### config.mk
export PLATFORM = sky130hd
export DESIGN_NAME = twiddle_seq_flat
export DESIGN_NICKNAME = d
export VERILOG_FILES = /design/src/rtl/twiddle_seq_if.sv /design/src/rtl/twiddle_seq.sv /design/src/flat_wrapper.sv
export SDC_FILE = /design/constraint.sdc
export NUM_CORES = 1
export LEC_CHECK = 0
export BUFFER_PORTS_ARGS = -buffer_cell sky130_fd_sc_hd__buf_2
export CAP_MARGIN = 10
export CORE_ASPECT_RATIO = 1.25
export CORE_MARGIN = 5
export CORE_UTILIZATION = 40
export DETAILED_ROUTE_END_ITERATION = 8
export PLACE_DENSITY_LB_ADDON = 0.15
export RECOVER_POWER = 100
export SYNTH_ARGS = -nofsm -noshare
export SYNTH_HDL_FRONTEND = slang
export SYNTH_SLANG_ARGS = --single-unit
### constraint.sdc
create_clock -name clk -period 14 [get_ports clk]
set_input_delay 1.4 -clock clk [delete_from_list [all_inputs] [get_ports clk]]
set_output_delay 1.4 -clock clk [all_outputs]
set_load 0.02 [all_outputs]
### src/rtl/twiddle_seq_if.sv
// Control/status bundle between one SDF FFT stage datapath and its twiddle sequencer.
// Handshake: in_valid has no ready; a sample is accepted in every cycle in_valid=1 and the
// sequencer never back-pressures. sync_clr restarts the stage and consumes no sample.
interface twiddle_seq_if #(
  parameter int HALF = 32,
  parameter int W    = 24
);
  localparam int KW = $clog2(HALF);

  logic          in_valid;
  logic          sync_clr;
  logic [1:0]    state;
  logic [KW-1:0] k_out;
  logic [W-1:0]  w_r;
  logic [W-1:0]  w_i;
  logic          draining;
  logic          busy;

  modport master (
    output in_valid, sync_clr,
    input  state, k_out, w_r, w_i, draining, busy
  );

  modport slave (
    input  in_valid, sync_clr,
    output state, k_out, w_r, w_i, draining, busy
  );
endinterface

### src/rtl/twiddle_seq.sv
// Phase and twiddle sequencer for one radix-2 SDF FFT stage: FILL, then alternating
// BFLY/TWID half-frames; W = exp(-j*pi*k/HALF) during TWID, 1+j0 otherwise.
module twiddle_seq #(
  parameter int HALF     = 32,
  parameter int W        = 24,
  parameter int FRAC     = 8,
  parameter int DRAIN_EN = 1
) (
  input  logic         clk,
  input  logic         rst_n,
  twiddle_seq_if.slave bus
);
  localparam int KW = $clog2(HALF);
  localparam int PW = KW + 1;
  localparam int QH = HALF / 2;
  localparam int TW = FRAC + 2;
  localparam logic signed [W-1:0] UNITY = W'(2 ** FRAC);

  typedef enum logic [1:0] {
    ST_FILL = 2'd0,
    ST_BFLY = 2'd1,
    ST_TWID = 2'd2
  } stage_t;

  // round(2^FRAC * cos(pi*m/HALF)) for the first quarter wave, by Taylor series
  function automatic logic [TW-1:0] cos_q(input int m);
    real x;
    real term;
    real sum;
    x    = 3.14159265358979323846 * real'(m) / real'(HALF);
    term = 1.0;
    sum  = 1.0;
    for (int n = 1; n <= 16; n++) begin
      term = -term * x * x / real'((2 * n - 1) * (2 * n));
      sum  = sum + term;
    end
    return TW'($rtoi(sum * real'(2 ** FRAC) + 0.5));
  endfunction

  logic [TW-1:0] c_tab [QH+1];

  for (genvar g = 0; g <= QH; g++) begin : g_tab
    localparam logic [TW-1:0] CV = cos_q(g);
    assign c_tab[g] = CV;
  end

  logic [PW-1:0]       phase_q, phase_d, phase_inc;
  logic                fill_q, fill_d;
  logic                drain_q, drain_d;
  logic [KW-1:0]       dcnt_q, dcnt_d;
  stage_t              state_q, state_d;
  logic [KW-1:0]       k_q, k_d;
  logic signed [W-1:0] wr_q, wr_d, wi_q, wi_d;
  logic                busy_q, busy_d;
  logic                drain_go, adv;

  // A drain step happens on any idle cycle outside FILL; draining itself reads 1
  // only from the cycle after the first idle cycle.
  always_comb begin
    drain_go = 1'b0;
    if (DRAIN_EN != 0) begin
      drain_go = !bus.in_valid && (drain_q || (state_q != ST_FILL));
    end
  end

  assign adv = bus.in_valid | drain_go;

  always_comb begin
    phase_d   = phase_q;
    fill_d    = fill_q;
    drain_d   = drain_q;
    dcnt_d    = dcnt_q;
    phase_inc = phase_q + 1'b1;
    if (bus.sync_clr) begin
      phase_d = '0;
      fill_d  = 1'b1;
      drain_d = 1'b0;
      dcnt_d  = '0;
    end else if (adv) begin
      phase_d = phase_inc;
      if (phase_inc == PW'(HALF)) begin
        fill_d = 1'b0;
      end
      if (bus.in_valid) begin
        drain_d = 1'b0;
        dcnt_d  = '0;
      end else if (!drain_q) begin
        drain_d = 1'b1;
        dcnt_d  = KW'(1);
      end else if (dcnt_q == KW'(HALF - 1)) begin
        phase_d = '0;
        fill_d  = 1'b1;
        drain_d = 1'b0;
        dcnt_d  = '0;
      end else begin
        dcnt_d = dcnt_q + 1'b1;
      end
    end
  end

  always_comb begin
    state_d = ST_FILL;
    k_d     = '0;
    if (!fill_d) begin
      if (phase_d[KW]) begin
        state_d = ST_BFLY;
      end else begin
        state_d = ST_TWID;
        k_d     = phase_d[KW-1:0];
      end
    end
  end

  logic [KW-1:0]        idx_r, idx_i;
  logic                 neg_r;
  logic signed [TW-1:0] tr, ti, t_r, t_i;

  // Quarter-wave folding: second quarter swaps the table roles and negates w_r.
  always_comb begin
    idx_r = '0;
    idx_i = '0;
    neg_r = 1'b0;
    if (k_d < KW'(QH)) begin
      idx_r = k_d;
      idx_i = KW'(QH) - k_d;
    end else begin
      idx_r = KW'(QH) - (k_d - KW'(QH));
      idx_i = k_d - KW'(QH);
      neg_r = 1'b1;
    end
    tr  = $signed(c_tab[idx_r]);
    ti  = $signed(c_tab[idx_i]);
    t_r = neg_r ? -tr : tr;
    t_i = -ti;
    wr_d = UNITY;
    wi_d = '0;
    if (state_d == ST_TWID) begin
      wr_d = W'(t_r);
      wi_d = W'(t_i);
    end
    busy_d = (state_d != ST_FILL) || drain_d;
  end

  always_ff @(posedge clk or negedge rst_n) begin
    if (!rst_n) begin
      phase_q <= '0;
      fill_q  <= 1'b1;
      drain_q <= 1'b0;
      dcnt_q  <= '0;
      state_q <= ST_FILL;
      k_q     <= '0;
      wr_q    <= UNITY;
      wi_q    <= '0;
      busy_q  <= 1'b0;
    end else if (bus.sync_clr || adv) begin
      phase_q <= phase_d;
      fill_q  <= fill_d;
      drain_q <= drain_d;
      dcnt_q  <= dcnt_d;
      state_q <= state_d;
      k_q     <= k_d;
      wr_q    <= wr_d;
      wi_q    <= wi_d;
      busy_q  <= busy_d;
    end
  end

  assign bus.state    = state_q;
  assign bus.k_out    = k_q;
  assign bus.w_r      = wr_q;
  assign bus.w_i      = wi_q;
  assign bus.draining = drain_q;
  assign bus.busy     = busy_q;
endmodule

### src/flat_wrapper.sv
// flat-port wrapper written by rule: the top's interface ports become plain ports
module twiddle_seq_flat 
#(
  parameter int HALF     = 32,
  parameter int W        = 24,
  parameter int FRAC     = 8,
  parameter int DRAIN_EN = 1
)
  (clk, rst_n, bus_in_valid, bus_sync_clr, bus_state, bus_k_out, bus_w_r, bus_w_i, bus_draining, bus_busy);
  twiddle_seq_if #(.HALF(HALF), .W(W)) bus_i ();
  input  logic clk;
  input  logic rst_n;
  input wire logic [$bits(bus_i.in_valid)-1:0] bus_in_valid;
  input wire logic [$bits(bus_i.sync_clr)-1:0] bus_sync_clr;
  output wire logic [$bits(bus_i.state)-1:0] bus_state;
  output wire logic [$bits(bus_i.k_out)-1:0] bus_k_out;
  output wire logic [$bits(bus_i.w_r)-1:0] bus_w_r;
  output wire logic [$bits(bus_i.w_i)-1:0] bus_w_i;
  output wire logic [$bits(bus_i.draining)-1:0] bus_draining;
  output wire logic [$bits(bus_i.busy)-1:0] bus_busy;
  assign bus_i.in_valid = bus_in_valid;
  assign bus_i.sync_clr = bus_sync_clr;
  assign bus_state = bus_i.state;
  assign bus_k_out = bus_i.k_out;
  assign bus_w_r = bus_i.w_r;
  assign bus_w_i = bus_i.w_i;
  assign bus_draining = bus_i.draining;
  assign bus_busy = bus_i.busy;
  twiddle_seq #(.HALF(HALF), .W(W), .FRAC(FRAC), .DRAIN_EN(DRAIN_EN)) u_core (.clk(clk), .rst_n(rst_n), .bus(bus_i));
endmodule
# Yosys cells after proc, flatten, opt, wreduce, memory -nomap -nowiden
# Memory sizes are Yosys's and may differ from the RTL's.
# Cells that the tools add are included.
op_classes:
  bitwise: 3
  muxes: 34
  n_reduce_logical: 9
  n_eq_ne: 3
  magnitude_cmp: 3
  addsub: 7
op_table:
  columns: ["cell", "n"]
  rows:
  - ["10-bit two-way mux", 5]
  - ["24-bit two-way mux", 2]
  - ["5-bit two-way mux", 9]
  - ["6-bit two-way mux", 5]
  - ["10-bit negator", 2]
  - ["6-bit >= comparator, second input constant", 2]
  - ["5-bit inverter with 6-bit output", 2]
  - ["1-bit two-way mux", 11]
  - ["5-bit subtractor, first input constant", 2]
  - ["6-bit by 1-bit adder with 6-bit output, second input constant", 1]
  - ["6-bit == test, second input constant", 1]
  - ["2-bit nonzero test", 3]
  - ["5-bit by 1-bit adder with 5-bit output, second input constant", 1]
  - ["5-bit == test, second input constant", 1]
  - ["5-bit less-than comparator, second input constant", 1]
  - ["5-bit subtractor, second input constant", 1]
  - ["2-bit two-way mux", 2]
  - ["1-bit logical OR", 3]
  - ["2-bit == test, second input constant", 1]
  - ["2-bit AND reduction", 1]
  - ["1-bit logical AND", 1]
  - ["1-bit zero test", 1]
  - ["1-bit bitwise OR", 1]
word_totals:
  elab_cells: 70
  input_bits: 4
  rom_bits: 640
  regBits: 69
  n_memories: 2
  output_inout_bits: 57
memory_table:
  columns: ["memory", "depth", "word_bits", "rd", "rd_clocked_by_memory_dff", "wr", "line", "text"]
  rows:
  - ["(name not given)", 32, 10, 1, 0, 0, "twiddle_seq.sv:131", "tr = $signed(c_tab[idx_r]);"]
  - ["(name not given)", 32, 10, 1, 0, 0, "twiddle_seq.sv:132", "ti = $signed(c_tab[idx_i]);"]

# Longest topological paths before layout
# Gate-level depths: netlist (run 1).
logic_depth:
  ltp_word: 19
  ltp_mapped: 25
  depth_no_buf: 23

# Worst setup path before layout (run 1)
# No wires, ideal clock.
synth_path:
  path_kind: "input -> register"
  startpoint: "input bus_in_valid"
  endpoint: "register u_core.wr_q[6] (netlist: u_core.bus.w_r[6])"
  slack_ns: 7.990
  cell_stages: 22
  t_arrival_ns: 5.941
  cell_sequence: "buf_6 nor4_4 nor3_1 a21o_1 a211oi_4 clkbuf_1 clkbuf_1 nand2_1 ha_1 clkbuf_1 nor3b_1 nand4_1 and4_1 or2_2 a21oi_4 a211oi_1 a311oi_4 ha_1 nor2b_1 nand4b_1 or3_1 nand3_1"
synth_via:
  elab_chain_len: 17
synth_lines:
  columns: ["item", "line", "text"]
  rows:
  - ["start: declaration", "flat_wrapper.sv:13", "input wire logic [$bits(bus_i.in_valid)-1:0] bus_in_valid;"]
  - ["1-bit zero test", "twiddle_seq.sv:62", "drain_go = !bus.in_valid && (drain_q || (state_q != ST_FILL));"]
  - ["1-bit logical AND", "twiddle_seq.sv:62", null]
  - ["1-bit bitwise OR", "twiddle_seq.sv:66", "assign adv = bus.in_valid | drain_go;"]
  - ["6-bit two-way mux", "twiddle_seq.sv:79", "end else if (adv) begin"]
  - ["6-bit two-way mux", "twiddle_seq.sv:74", "if (bus.sync_clr) begin"]
  - ["5-bit two-way mux", "twiddle_seq.sv:105", "if (phase_d[KW]) begin"]
  - ["5-bit two-way mux", "twiddle_seq.sv:104", "if (!fill_d) begin"]
  - ["5-bit subtractor (2 in a row)", "twiddle_seq.sv:127", "idx_r = KW'(QH) - (k_d - KW'(QH));"]
  - ["5-bit two-way mux", "twiddle_seq.sv:123", "if (k_d < KW'(QH)) begin"]
  - ["5-bit inverter with 6-bit output (not written as such)", "twiddle_seq.sv:131", null]
  - ["memory 32 x 10 bit", null, null]
  - ["10-bit two-way mux (not written as such) (2 in a row)", "twiddle_seq.sv:131", null]
  - ["10-bit negator", "twiddle_seq.sv:133", "t_r = neg_r ? -tr : tr;"]
  - ["10-bit two-way mux", "twiddle_seq.sv:133", null]
  - ["24-bit two-way mux", "twiddle_seq.sv:137", "if (state_d == ST_TWID) begin"]
  - ["end signal: assignment", "twiddle_seq.sv:162", "wr_q <= wr_d;"]
  - ["end: declaration", "twiddle_seq.sv:53", "logic signed [W-1:0] wr_q, wr_d, wi_q, wi_d;"]
# Parallel ways exist; a longest one is shown, timed or not. The select of a mux whose other input is x is not followed.
# A chain may end at the register's enable or synchronous reset.

# Worst setup path after layout (run 1)
layout_path:
  startpoint: "input bus_sync_clr"
  endpoint: "register u_core.wr_q[6] (netlist: u_core.bus.w_r[6])"
layout_via:
  elab_chain_len: 13
layout_lines:
  columns: ["item", "line", "text"]
  rows:
  - ["start: declaration", "flat_wrapper.sv:14", "input wire logic [$bits(bus_i.sync_clr)-1:0] bus_sync_clr;"]
  - ["6-bit two-way mux", "twiddle_seq.sv:74", null]
  - ["5-bit two-way mux", "twiddle_seq.sv:105", null]
  - ["5-bit two-way mux", "twiddle_seq.sv:104", null]
  - ["5-bit subtractor (2 in a row)", "twiddle_seq.sv:127", null]
  - ["5-bit two-way mux", "twiddle_seq.sv:123", null]
  - ["5-bit inverter with 6-bit output (not written as such)", "twiddle_seq.sv:131", null]
  - ["memory 32 x 10 bit", null, null]
  - ["10-bit two-way mux (not written as such) (2 in a row)", "twiddle_seq.sv:131", null]
  - ["10-bit negator", "twiddle_seq.sv:133", null]
  - ["10-bit two-way mux", "twiddle_seq.sv:133", null]
  - ["24-bit two-way mux", "twiddle_seq.sv:137", null]
# Parallel ways exist; a longest one is shown, timed or not. The select of a mux whose other input is x is not followed.

==> results.md, run 1 <==
- DR vias/cell: slightly below 6
- Die X-Extent: approximately 96 um
- Register bit total from synthesis: just over 40
- Final max-slew violation count: 81
- H-tree level count: 2
- Setup_tns: 0 ns
- Min-Delay Path Class: reg -> reg
- Worst clock skew: approximately 0.0031 ns
- Fillers: between 900 and 1,000
- Clk pin slew, worst setup/hold paths: about 0.060 ns
- Post-route ant nets: 0
- CTS Buf Count: 5
- First-pass GRT wire length: 16.3 mm
- Initial core utilization: about two fifths
- Die area: between 10,000 and 15,000 um^2
- Cell Area, Placed: 3880 um^2
- GRT overflow: 0
- Unique cell type count in the Yosys netlist: 77
- CTS tree: yes
- Worst Path Required: 14.21 ns
- Synth area leaders: dfrtp_1 26%, ha_1 6.1%, buf_4 5.7%
- Failing checks: max-capacitance violations, max-slew violations
- Peak VDD IR: 0.0365 mV
- Skew-Pair Late Insertion Delay: approximately 0.28 ns
- Max stage delay on crit path: ~0.96 ns
- Max Root-Sink Buffers: 2
- Post-Synthesis Cell Area: 3720 um^2
- Slowest cell on crit path: clkbuf_1
- Asr flop ratio synth: between 90% and 100%
- Worst Setup SP: bus_sync_clr
- Final min period: slightly above 8 ns
- Most frequent cells in the layout: 64 x clkbuf_1, 44 x nand2_1, 39 x dfrtp_1
- CP Class: in -> reg
- # diodes: 0
- Post-Syn Instances: 440
- Worst Path Max Fanout: 28
- Slew at the pin with the worst max-slew slack: approximately 2.3 ns
- Ys flop type: dfrtp_1
- Syn_nets: around 460
- Top cell type's share of synthesized area: between 20% and 30%
- Postcts setup bufs: 0
- Cts hold-fix bufs: 0
- Post-Route WL: between 9 and 10 mm
- Die H: between 100 and 150 um
- Via count: 3,446
- Pin count of the biggest net entering global routing: 42
- Antenna violations before repair: 0
- Place WS: around 7 ns
- Fin crit share: 58.1%
- Status: finished, violations left
- Total GRT Usage: about 18%
- Initial drt markers: between 300 and 400
- Crit path max-delay family: simple AND/OR/NAND/NOR gates
- PD cells: about 66 nW/um^2
- Share of layout cells above drive strength 1: 6.51%
- I/O pin count: 61
- Commonest non-fill, non-tap cell in the layout: clkbuf_1
- Crit path arrival time: 8.34 ns
- Worst setup margin: just under 6 ns
- Warnings from Yosys: 0
- CTS resizes: 0
- Final Setup Violations: 0
- Peak Freq: approximately 120 MHz
- Vias in the first global route: roughly 3,300
- Average cell area after synthesis: roughly 8.5 um^2
- CTS Root Cell: clkbuf_16
- Final HPWL DP: just over 7 mm
- Relative slew slack: -52.5%
- Register area share after synthesis: between 20% and 30%
- Gp weighted congestion: ~1
- Core Footprint: just over 9000 um^2
- 1st-pass router iterations: 5
- Setup crit start kind: primary input
- Worst path cell trace: clkbuf_1, nor3_1, and2_0, a21o_1, a211o_1, clkbuf_1, nor2_1, inv_1, ha_1, inv_1, nand4_1, a31oi_1, or2_2, a21oi_1, a211oi_1, a311oi_1, ha_1, nor2b_1, nand4b_1, or3_1, nand3_1
- Bufs and invs on worst path: 4
- Worst hold start: u_core.dcnt_q[3]
- Final Hold Fails: 0
- Drt wl/cell: between 15 and 20 um
- P_leak: ~1.6 nW
- RSZ-0062 raised after global routing: false
- Max-capacitance violation count: 2
- Dominant cell type by area after synthesis: dfrtp_1
- Number of synthesized flops with an enable pin: 0
- Crit. End Element: flop
- DRC: 0
- Clock Sinks: between 40 and 50
- Layout Nets: a little under 500
- FP Rows: 39
- Finished Cell Area: around 3900 um^2
- Worst R2R Start: u_core.dcnt_q[0]
- # port buffers: 60
- Area delta synth->final: 4.07%
## cells by family (layout without fill, tap and decap cells)
kind of cell / count (synthesis) / in the layout / share of synthesized area, %
compound gates: 126 / 126 / 25.5
flops: 41 / 41 / 27.6
mux: 3 / 3 / 0.841
fa+ha+maj: 18 / 18 / 6.05
simple gates: 171 / 171 / 25.3
buf+inv: 65 / 86 / 10.3
xor+xnor: 16 / 16 / 4.37
## worst paths after layout
path                                       endpoint  slack [ns]  cells after the start
min in group asynchronous         u_core.phase_q[2]        1.79                      1
worst max register to register    u_core.bus.w_r[6]        6.39                     23
worst min-delay path               u_core.dcnt_q[3]        0.47                      1
worst max-delay path              u_core.bus.w_r[6]        5.87                     21
max in group asynchronous       u_core.bus.k_out[0]       10.89                      1
worst min register to register     u_core.dcnt_q[3]        0.47                      1
## flip-flops by register name (all words and copies together), names as in the netlist
signal / cells
u_core.bus.state: 2
u_core.phase_q: 6
u_core.bus.w_r: 10
u_core.bus.k_out: 5
u_core.bus.busy: 1
u_core.dcnt_q: 5
u_core.bus.draining: 1
u_core.fill_q: 1
u_core.bus.w_i: 10
## synth_stat cells (4+ instances only)
master,number
buf_4,28
clkbuf_1,16
a32o_1,6
a211oi_1,4
nor4_1,5
and3_1,9
o211ai_1,5
dfrtp_1,39
nor3_1,18
a21o_1,5
a21oi_2,4
inv_1,10
xnor2_1,11
nand2_1,44
o21ai_0,30
a22o_1,6
a31oi_1,9
o31ai_1,6
or3_1,5
nand3_1,16
a21oi_1,18
ha_1,18
buf_6,4
nand4_1,9
nor2_1,32
## area by class of cell
cell class              instances  area [um^2]  share of cell area (%)
multi-input cells             334         2250                    58.2
clock buffers                   6          129                    3.33
flip-flops and latches         41         1030                    26.6
well taps                     123          154                    3.98
inverters                      13         48.8                    1.26
repair buffers                 65          249                    6.43
clock inverters                 2         10.0                   0.259
## metrics by stage
stage	hold WS [ns]	util, %	power [mW]	instances
floorplan	0.437	-	0.138	440
global placement	0.457	42.5	0.146	576
detailed placement	0.469	42.5	0.146	576
CTS	0.478	44.0	0.259	584
global route	0.505	42.4	0.265	584
finish	0.474	42.4	0.254	584
## metal layers
metal  vias to the layer above  part of all wire, %  global-route usage [%]
met4                         0                  3.0                    8.10
met3                        20                  5.1                    1.92
met5                         -                    0                       0
li1                       1658                    -                       -
met2                       140                   47                    28.4
met1                      1628                   45                    23.4
## power by group
group	internal, mW	total, mW	leakage (nW)	switching (mW)
Combinational	0.00659	0.0232	0.924	0.0166
Sequential	0.119	0.120	0.565	0.000989
Clock	0.0654	0.110	0.0706	0.0449
Total	0.191	0.254	1.56	0.0625
(Power assumes the default switching activity.)
==> run 2: changes to the inputs <==
--- a/config.mk
+++ b/config.mk
@@ -5,6 +5,7 @@
 export SDC_FILE = /design/constraint.sdc
 export NUM_CORES = 1
 export LEC_CHECK = 0
+export ABC_AREA = 1
 export BUFFER_PORTS_ARGS = -buffer_cell sky130_fd_sc_hd__buf_2
 export CAP_MARGIN = 10
 export CORE_ASPECT_RATIO = 1.25
==> constraint.sdc (replaced) <==
create_clock -name clk -period 7 [get_ports clk]
set_input_delay 0.7 -clock clk [delete_from_list [all_inputs] [get_ports clk]]
set_output_delay 0.7 -clock clk [all_outputs]
set_load 0.02 [all_outputs]
==> run 2 against run 1 <==
Net effect:
- the flow still finishes with violations (max-capacitance violations, max-slew violations)
- non-clock buffer count decreased by 4
- synthesized cell count increased by 2.3%
- wire length decreased by 19%
- flip-flop and latch count unchanged
- sequential share of layout area increased by 2.9 points
- via count decreased by 15%
- combinational power increased by 81%
- worst setup slack got worse by 4.1 ns
- critical path type unchanged
- largest power group unchanged
==> results.md, run 2 <==
- Die H: 113 um (was 118 um)
- 1st-pass router iterations: 4 (was 5)
- Clk pin slew, worst setup/hold paths: 0.08 ns (was 0.06 ns)
- I/O pin count: 61 (unchanged)
- Commonest non-fill, non-tap cell in the layout: nand2_1 (was clkbuf_1)
- Post-Synthesis Cell Area: 3360 um^2 (was 3720 um^2)
- Hold path cells: 2 (was 1)
- Die X-Extent: 92 um (was 96.3 um)
- Layout Nets: 504 (was 482)
- Most frequent cells in the layout: 140 x nand2_1, 60 x clkbuf_1, 40 x nand3_1 (was 64 x clkbuf_1, 44 x nand2_1, 39 x dfrtp_1)
- RR Endpoint: u_core.bus.w_r[8] (was u_core.bus.w_r[6])
- Logic pwr share: 9.2% (was 9.1%)
- Slew at the pin with the worst max-slew slack: 2.17 ns (was 2.29 ns)
- Register bit total from synthesis: 41 (unchanged)
- Asr flop ratio synth: 100% (unchanged)
- Pin count of the biggest net entering global routing: 42 (unchanged)
- Average cell area after synthesis: 7.47 um^2 (was 8.45 um^2)
- Dominant cell type by area after synthesis: dfrtp_1 (unchanged)
- Fin crit share: between 70% and 80%
- Worst hold start: u_core.bus.k_out[4] (was u_core.dcnt_q[3])
- Core Footprint: 8240 um^2 (was 9130 um^2)
- Final hold slack: 0.492 ns (was 0.474 ns)
- Unique cell type count in the Yosys netlist: 38 (was 77)
- Area delta synth->final: 3.72% (was 4.07%)
- Warnings from Yosys: 0 (unchanged)
- Status: finished, violations left (unchanged)
- Post-route ant nets: 0 (unchanged)
- Worst R2R Start: u_core.bus.draining (was u_core.dcnt_q[0])
- Power share of the clock group: 36.1% (was 43.5%)
- Place WS: 2.63 ns (was 7.21 ns)
- Syn_nets: 472 (was 462)
- H-tree level count: 2 (unchanged)
- Cell Area, Placed: 3520 um^2 (was 3880 um^2)
- Worst setup margin: 1.81 ns (was 5.87 ns)
- Crit. End Element: flop (unchanged)
- P_sw: 0.126 mW (was 0.0625 mW)
- Worst Path Required: 7.25 ns (was 14.21 ns)
- Cts hold-fix bufs: 0 (unchanged)
- CTS tree: yes (unchanged)
- Clock Sinks: 41 (unchanged)
- Internal: 0.334 mW (was 0.191 mW)
- Vias in the first global route: 2,785 (was 3,265)
- Setup_tns: 0 ns (unchanged)
- Max-capacitance violation count: 1 (was 2)
- DRC: 0 (unchanged)
- DR vias/cell: 5.07 (was 5.90)
- WHS Endpoint: u_core.bus.k_out[4] (was u_core.dcnt_q[3])
- Peak Freq: around 190 MHz
- Die area: 10,400 um^2 (was 11,300 um^2)
- Commonest cells post-synth: 134 x nand2_1, 39 x dfrtp_1, 39 x nand3_1 (was 44 x nand2_1, 39 x dfrtp_1, 32 x nor2_1)
- RSZ-0062 raised after global routing: false (unchanged)
- Drt wl/cell: 13.9 um (was 17.0 um)
- Max Root-Sink Buffers: 2 (unchanged)
- Total GRT Usage: 16.0% (was 17.7%)
- FP Rows: 37 (was 39)
- Power share of the sequential group: 54.8% (was 47.4%)
- Initial drt markers: 140 (was 332)
- Failing checks: max-capacitance violations, max-slew violations (unchanged)
- Antenna violations before repair: 0 (unchanged)
- Synth area leaders: dfrtp_1 29%, nand2_1 15%, ha_1 6.7% (was dfrtp_1 26%, ha_1 6.1%, buf_4 5.7%)
- GRT overflow: 0 (unchanged)
- CP Class: in -> reg (unchanged)
- Ys flop type: dfrtp_1 (unchanged)
- Number of synthesized flops with an enable pin: 0 (unchanged)
- Initial core utilization: 40.8% (about the same)
- Post-Route WL: 8.08 mm (was 9.93 mm)
- Final min period: ~5.2 ns
- P_leak: 1.87 nW (was 1.56 nW)
- Top cell type's share of synthesized area: 29.0% (was 26.2%)
- Crit path arrival time: 5.43 ns (was 8.34 ns)
- Relative slew slack: -44.8% (was -52.5%)
- Peak VDD IR: 0.0581 mV (was 0.0365 mV)
- # port buffers: 60 (unchanged)
- Final max-slew violation count: 42 (was 81)
- Finished Cell Area: 3490 um^2 (was 3870 um^2)
- Share of layout cells above drive strength 1: 14.1% (was 6.51%)
- CTS resizes: 0 (unchanged)
- # diodes: 0 (unchanged)
- Worst Reg-to-Reg Cells: 22 (was 23)
- Gp weighted congestion: 0.890 (was 0.976)
- Switching Fraction: 27.3% (was 24.6%)
- Final Hold Fails: 0 (unchanged)
- Skew-Pair Late Insertion Delay: 0.30 ns (was 0.28 ns)
- First-pass GRT wire length: 13.6 mm (was 16.3 mm)
- Final HPWL DP: 6.26 mm (was 7.21 mm)
- Setup crit start kind: primary input (unchanged)
- R2r setup slk: 1.84 ns (was 6.39 ns)
- Worst Path Max Fanout: 25 (was 28)
- Final Setup Violations: 0 (unchanged)
- Most frequent cell after synthesis: nand2_1 (unchanged)
- Worst clock skew: 0.00989 ns (was 0.00315 ns)
- Worst Setup SP: bus_in_valid (was bus_sync_clr)
- CTS Buf Count: 5 (unchanged)
- Register area share after synthesis: 30.6% (was 27.6%)
- Postcts setup bufs: 0 (unchanged)
- CTS Root Cell: clkbuf_8 (was clkbuf_16)
- PD cells: 132 nW/um^2 (was 65.5 nW/um^2)
- Via count: 2,938 (was 3,446)
- Min-Delay Path Class: reg -> reg (unchanged)
- Post-Syn Instances: 450 (was 440)
## run 2: changes by cell type after synthesis, moves of 12 or more
cell	change
nor2_1	-12
nand3_2	+18
nand2_1	+90
clkbuf_1	-13
nand3_1	+23
nor3_1	-15
nand2_2	+14
inv_1	+20
inv_2	+13
a21oi_1	-14
## run 2: layout make-up
class	instances	area [um^2]
Clock buffer	6	82.6
Tap cell	97	121
Fill cell	931	4750
Multi-Input combinational cell	328	1840
Sequential cell	41	1030
Timing Repair Buffer	61	230
Clock inverter	2	13.8
Inverter	45	169
## run 2: how the worst max path moves through the flow
stage | to | slack [ns]
after floorplan | u_core.bus.w_r[6] | 3.36
after global placement | u_core.bus.w_r[8] | 2.62
after detailed placement | u_core.bus.w_r[8] | 2.63
after CTS | u_core.bus.w_r[8] | 2.70
after global routing | u_core.bus.w_r[8] | 1.15
final | u_core.bus.w_r[8] | 1.81
## run 2: power by group through the flow
| stage | combinational (mW) | sequential (mW) | clock [mW] |
|---|---|---|---|
| finish | 0.0421 | 0.252 | 0.166 |
| global route | 0.0496 | 0.253 | 0.181 |
| CTS | 0.0471 | 0.252 | 0.171 |
| detailed placement | 0.0467 | 0.257 | 0 |
| global placement | 0.0470 | 0.256 | 0 |
| floorplan | 0.0310 | 0.256 | 0 |
## run 2: metrics by stage
step	power, mW	utilization (%)	std cells
3_5_place_dp	0.303	42.8	572
5_1_grt	0.484	42.3	580
3_3_place_gp	0.303	42.8	572
4_1_cts	0.470	43.9	580
2_1_floorplan	0.287	-	450
6_report	0.460	42.3	580
## run 2: worst max-delay path: stages
cell	delay [ns]
clkbuf_1	0.10
nor2_1	0.10
nand2_1	0.13
nor2_1	0.61
clkbuf_1	0.87
a22oi_1	0.40
nor2_2	0.16
nand2_1	0.38
inv_2	0.41
nand3_4	0.18
nand2_4	0.16
inv_2	0.05
o21ai_0	0.20
nand2_1	0.09
nand3_2	0.10
ha_1	0.20
nand3_1	0.11
nand2_2	0.12
nand3_1	0.08
nand2_1	0.06
nand3_1	0.07
nand2_1	0.08
inv_1	0.04
## run 2: logic make-up after synthesis
logic type	Yosys count	synth area share (%)
AND/OR/NAND/NOR	259	40.1
buffers and inverters	81	13.0
AO/OA/AOI/OAI	48	8.86
flip-flops	41	30.6
adder cells (fa/ha/maj)	18	6.70
XOR/XNOR	3	0.782
## run 2: layer usage
| layer | global-route usage, % | part of all wire [%] | vias up |
|---|---|---|---|
| met5 | 0 | 0 | - |
| met4 | 5.05 | 1.4 | 0 |
| met3 | 1.54 | 3.2 | 8 |
| met2 | 27.5 | 49 | 42 |
| met1 | 21.0 | 47 | 1394 |
| li1 | - | - | 1494 |
==> run 3: changes to the inputs <==
==> constraint.sdc (replaced) <==
create_clock -name clk -period 5.2 [get_ports clk]
set_input_delay 0.52 -clock clk [delete_from_list [all_inputs] [get_ports clk]]
set_output_delay 0.52 -clock clk [all_outputs]
set_load 0.02 [all_outputs]
==> run 3 against run 2 <==
Net effect:
- the run still ends with max-capacitance violations, max-slew violations left
- utilization is 0.47 points higher
- final area is 1.1% higher
- die area unchanged
- register-to-register slack lost 0.99 ns
- sequential power up 35%
- clock skew decreased by 0.0035 ns
- first-iteration DRC count down 21%
- hold slack got worse by 0.0059 ns
- clock power is 64% higher
- non-clock buffer count increased by 1
- total power is 45% higher
- largest power group unchanged
==> results.md, run 3 (synthesis gave the netlist of run 2 again) <==
- Clk pin slew, worst setup/hold paths: 0.08 ns (about the same)
- Area delta synth->final: 4.88% (was 3.72%)
- Crit path arrival time: 4.54 ns (was 5.43 ns)
- CTS Root Cell: clkbuf_8 (unchanged)
- Crit. End Element: flop (unchanged)
- Worst Path Max Fanout: 14 (was 25)
- Cts hold-fix bufs: 0 (unchanged)
- Peak Freq: between 200 and 250 MHz
- # diodes: 0 (unchanged)
- Worst setup margin: 0.850 ns (was 1.81 ns)
- Status: finished, violations left (unchanged)
- Max-capacitance violation count: 1 (unchanged)
- # port buffers: 60 (unchanged)
- Worst clock skew: 0.00638 ns (was 0.00989 ns)
- Antenna violations before repair: 0 (unchanged)
- Die H: 113 um (unchanged)
- Die X-Extent: 92 um (unchanged)
- Total GRT Usage: 15.9% (was 16.0%)
- Post-layout util: 42.8% (was 42.3%)
- Max Root-Sink Buffers: 2 (unchanged)
- Slew at the pin with the worst max-slew slack: 2.19 ns (was 2.17 ns)
- Layout Nets: 505 (was 504)
- Skew-Pair Late Insertion Delay: 0.30 ns (about the same)
- First-pass GRT wire length: 13.7 mm (was 13.6 mm)
- Commonest non-fill, non-tap cell in the layout: nand2_1 (unchanged)
- DRC: 0 (unchanged)
- Finished Cell Area: 3530 um^2 (was 3490 um^2)
- Postcts setup bufs: 0 (unchanged)
- Relative slew slack: -45.7% (was -44.8%)
- Final Setup Violations: 0 (unchanged)
- Most frequent cells in the layout: 137 x nand2_1, 58 x clkbuf_1, 42 x nand3_1 (was 140 x nand2_1, 60 x clkbuf_1, 40 x nand3_1)
- Fillers: 893 (was 931)
- Final Hold Fails: 0 (unchanged)
- Post-Route WL: 7.96 mm (was 8.08 mm)
- P_leak: 1.90 nW (was 1.87 nW)
- DR vias/cell: 4.94 (was 5.07)
- Failing checks: max-capacitance violations, max-slew violations (unchanged)
- CTS Buf Count: 5 (unchanged)
- Gp weighted congestion: 0.870 (was 0.890)
- CP Class: reg -> reg (was in -> reg)
- Worst Path Required: 5.39 ns (was 7.25 ns)
- Place WS: 1.04 ns (was 2.63 ns)
- Drt wl/cell: 13.7 um (was 13.9 um)
- Min-Delay Path Class: reg -> reg (unchanged)
- Core Footprint: 8240 um^2 (unchanged)
- Cell Area, Placed: 3530 um^2 (was 3520 um^2)
- Final HPWL DP: 6.10 mm (was 6.26 mm)
- Initial drt markers: 110 (was 140)
- Final max-slew violation count: 42 (unchanged)
- Final hold slack: 0.486 ns (was 0.492 ns)
- H-tree level count: 2 (unchanged)
- Setup crit start kind: flop (was primary input)
- PD cells: 189 nW/um^2 (was 132 nW/um^2)
- Via count: 2,871 (was 2,938)
- GRT overflow: 0 (unchanged)
- Share of layout cells above drive strength 1: 14.7% (was 14.1%)
- Peak VDD IR: 0.108 mV (was 0.0581 mV)
- 1st-pass router iterations: 5 (was 4)
- Initial core utilization: 40.8% (unchanged)
- CTS tree: yes (unchanged)
- Setup_tns: 0 ns (unchanged)
- FP Rows: 37 (unchanged)
- CTS resizes: 0 (unchanged)
- Die area: 10,400 um^2 (unchanged)
- Final min period: between 4 and 5 ns
- Post-route ant nets: 0 (unchanged)
- Fin crit share: a little over four fifths
- RSZ-0062 raised after global routing: false (unchanged)
- Vias in the first global route: 2,819 (was 2,785)
- Pin count of the biggest net entering global routing: 42 (unchanged)
- Clock Sinks: 41 (unchanged)
- I/O pin count: 61 (unchanged)
## run 3: changes by cell type in the layout (fill, tap and decap cells not counted), sizes merged
cell / change
buf: +3
clkinv: -2
clkinvlp: +1
clkbuf: -2
bufinv: +1
## run 3: path summary, 6_finish.rpt
kind | start | end | slack, ns | depth (start not counted)
setup reg to reg | u_core.bus.draining | u_core.bus.w_i[4] | 0.85 | 24
max in group asynchronous | rst_n | u_core.bus.w_i[7] | 3.10 | 1
setup / recovery | u_core.bus.draining | u_core.bus.w_i[4] | 0.85 | 24
hold reg to reg | u_core.bus.w_i[4] | u_core.bus.w_i[4] | 0.49 | 2
hold / removal | u_core.bus.w_i[4] | u_core.bus.w_i[4] | 0.49 | 2
min in group asynchronous | rst_n | u_core.bus.k_out[3] | 0.85 | 1
## run 3: report_power, final
part | leakage, nW | internal, mW | switching (mW)
Sequential | 0.561 | 0.328 | 0.0119
Combinational | 1.28 | 0.0150 | 0.0406
Clock | 0.0574 | 0.156 | 0.116
Total | 1.90 | 0.499 | 0.169
## run 3: final cells by class
type                    count  area [um^2]  share of cell area (%)
multi-input cells         328         1840                    52.3
flip-flops and latches     41         1030                    29.2
repair buffers             62          243                    6.88
inverters                  45          169                    4.79
well taps                  97          121                    3.44
clock buffers               6         82.6                    2.34
clock inverters             2         37.5                    1.06
## run 3: through the flow
stage          power (mW)  instances
2_1_floorplan       0.386        450
3_3_place_gp        0.408        573
3_5_place_dp        0.407        573
4_1_cts             0.681        581
5_1_grt             0.698        581
6_report            0.668        581
## run 3: critical path, cell delays in order (launching register included)
cell and delay [ns]:
dfrtp_1 0.45, nor2_1 0.12, nand2_1 0.13, nor2_1 0.64, nand2_1 0.10, nand2_1 0.19, inv_1 0.07, nor2_2 0.12
nand3_1 0.19, ha_1 0.33, inv_1 0.06, nand3_1 0.15, nand3_2 0.12, nand2_2 0.16, inv_1 0.23, nand2_1 0.14
nand2_1 0.08, nor2_1 0.04, nor2_1 0.21, inv_2 0.09, ha_1 0.21, nand2_2 0.10, nor2_4 0.05, o21ai_0 0.17
nand2_1 0.07
## run 3: routing by layer
metal | global-route usage [%] | share of wire, % | up-vias
li1 | - | - | 1500
met1 | 20.7 | 46 | 1311
met2 | 27.5 | 49 | 51
met3 | 1.68 | 2.8 | 9
met4 | 4.96 | 1.6 | 0
met5 | 0 | 0 | -
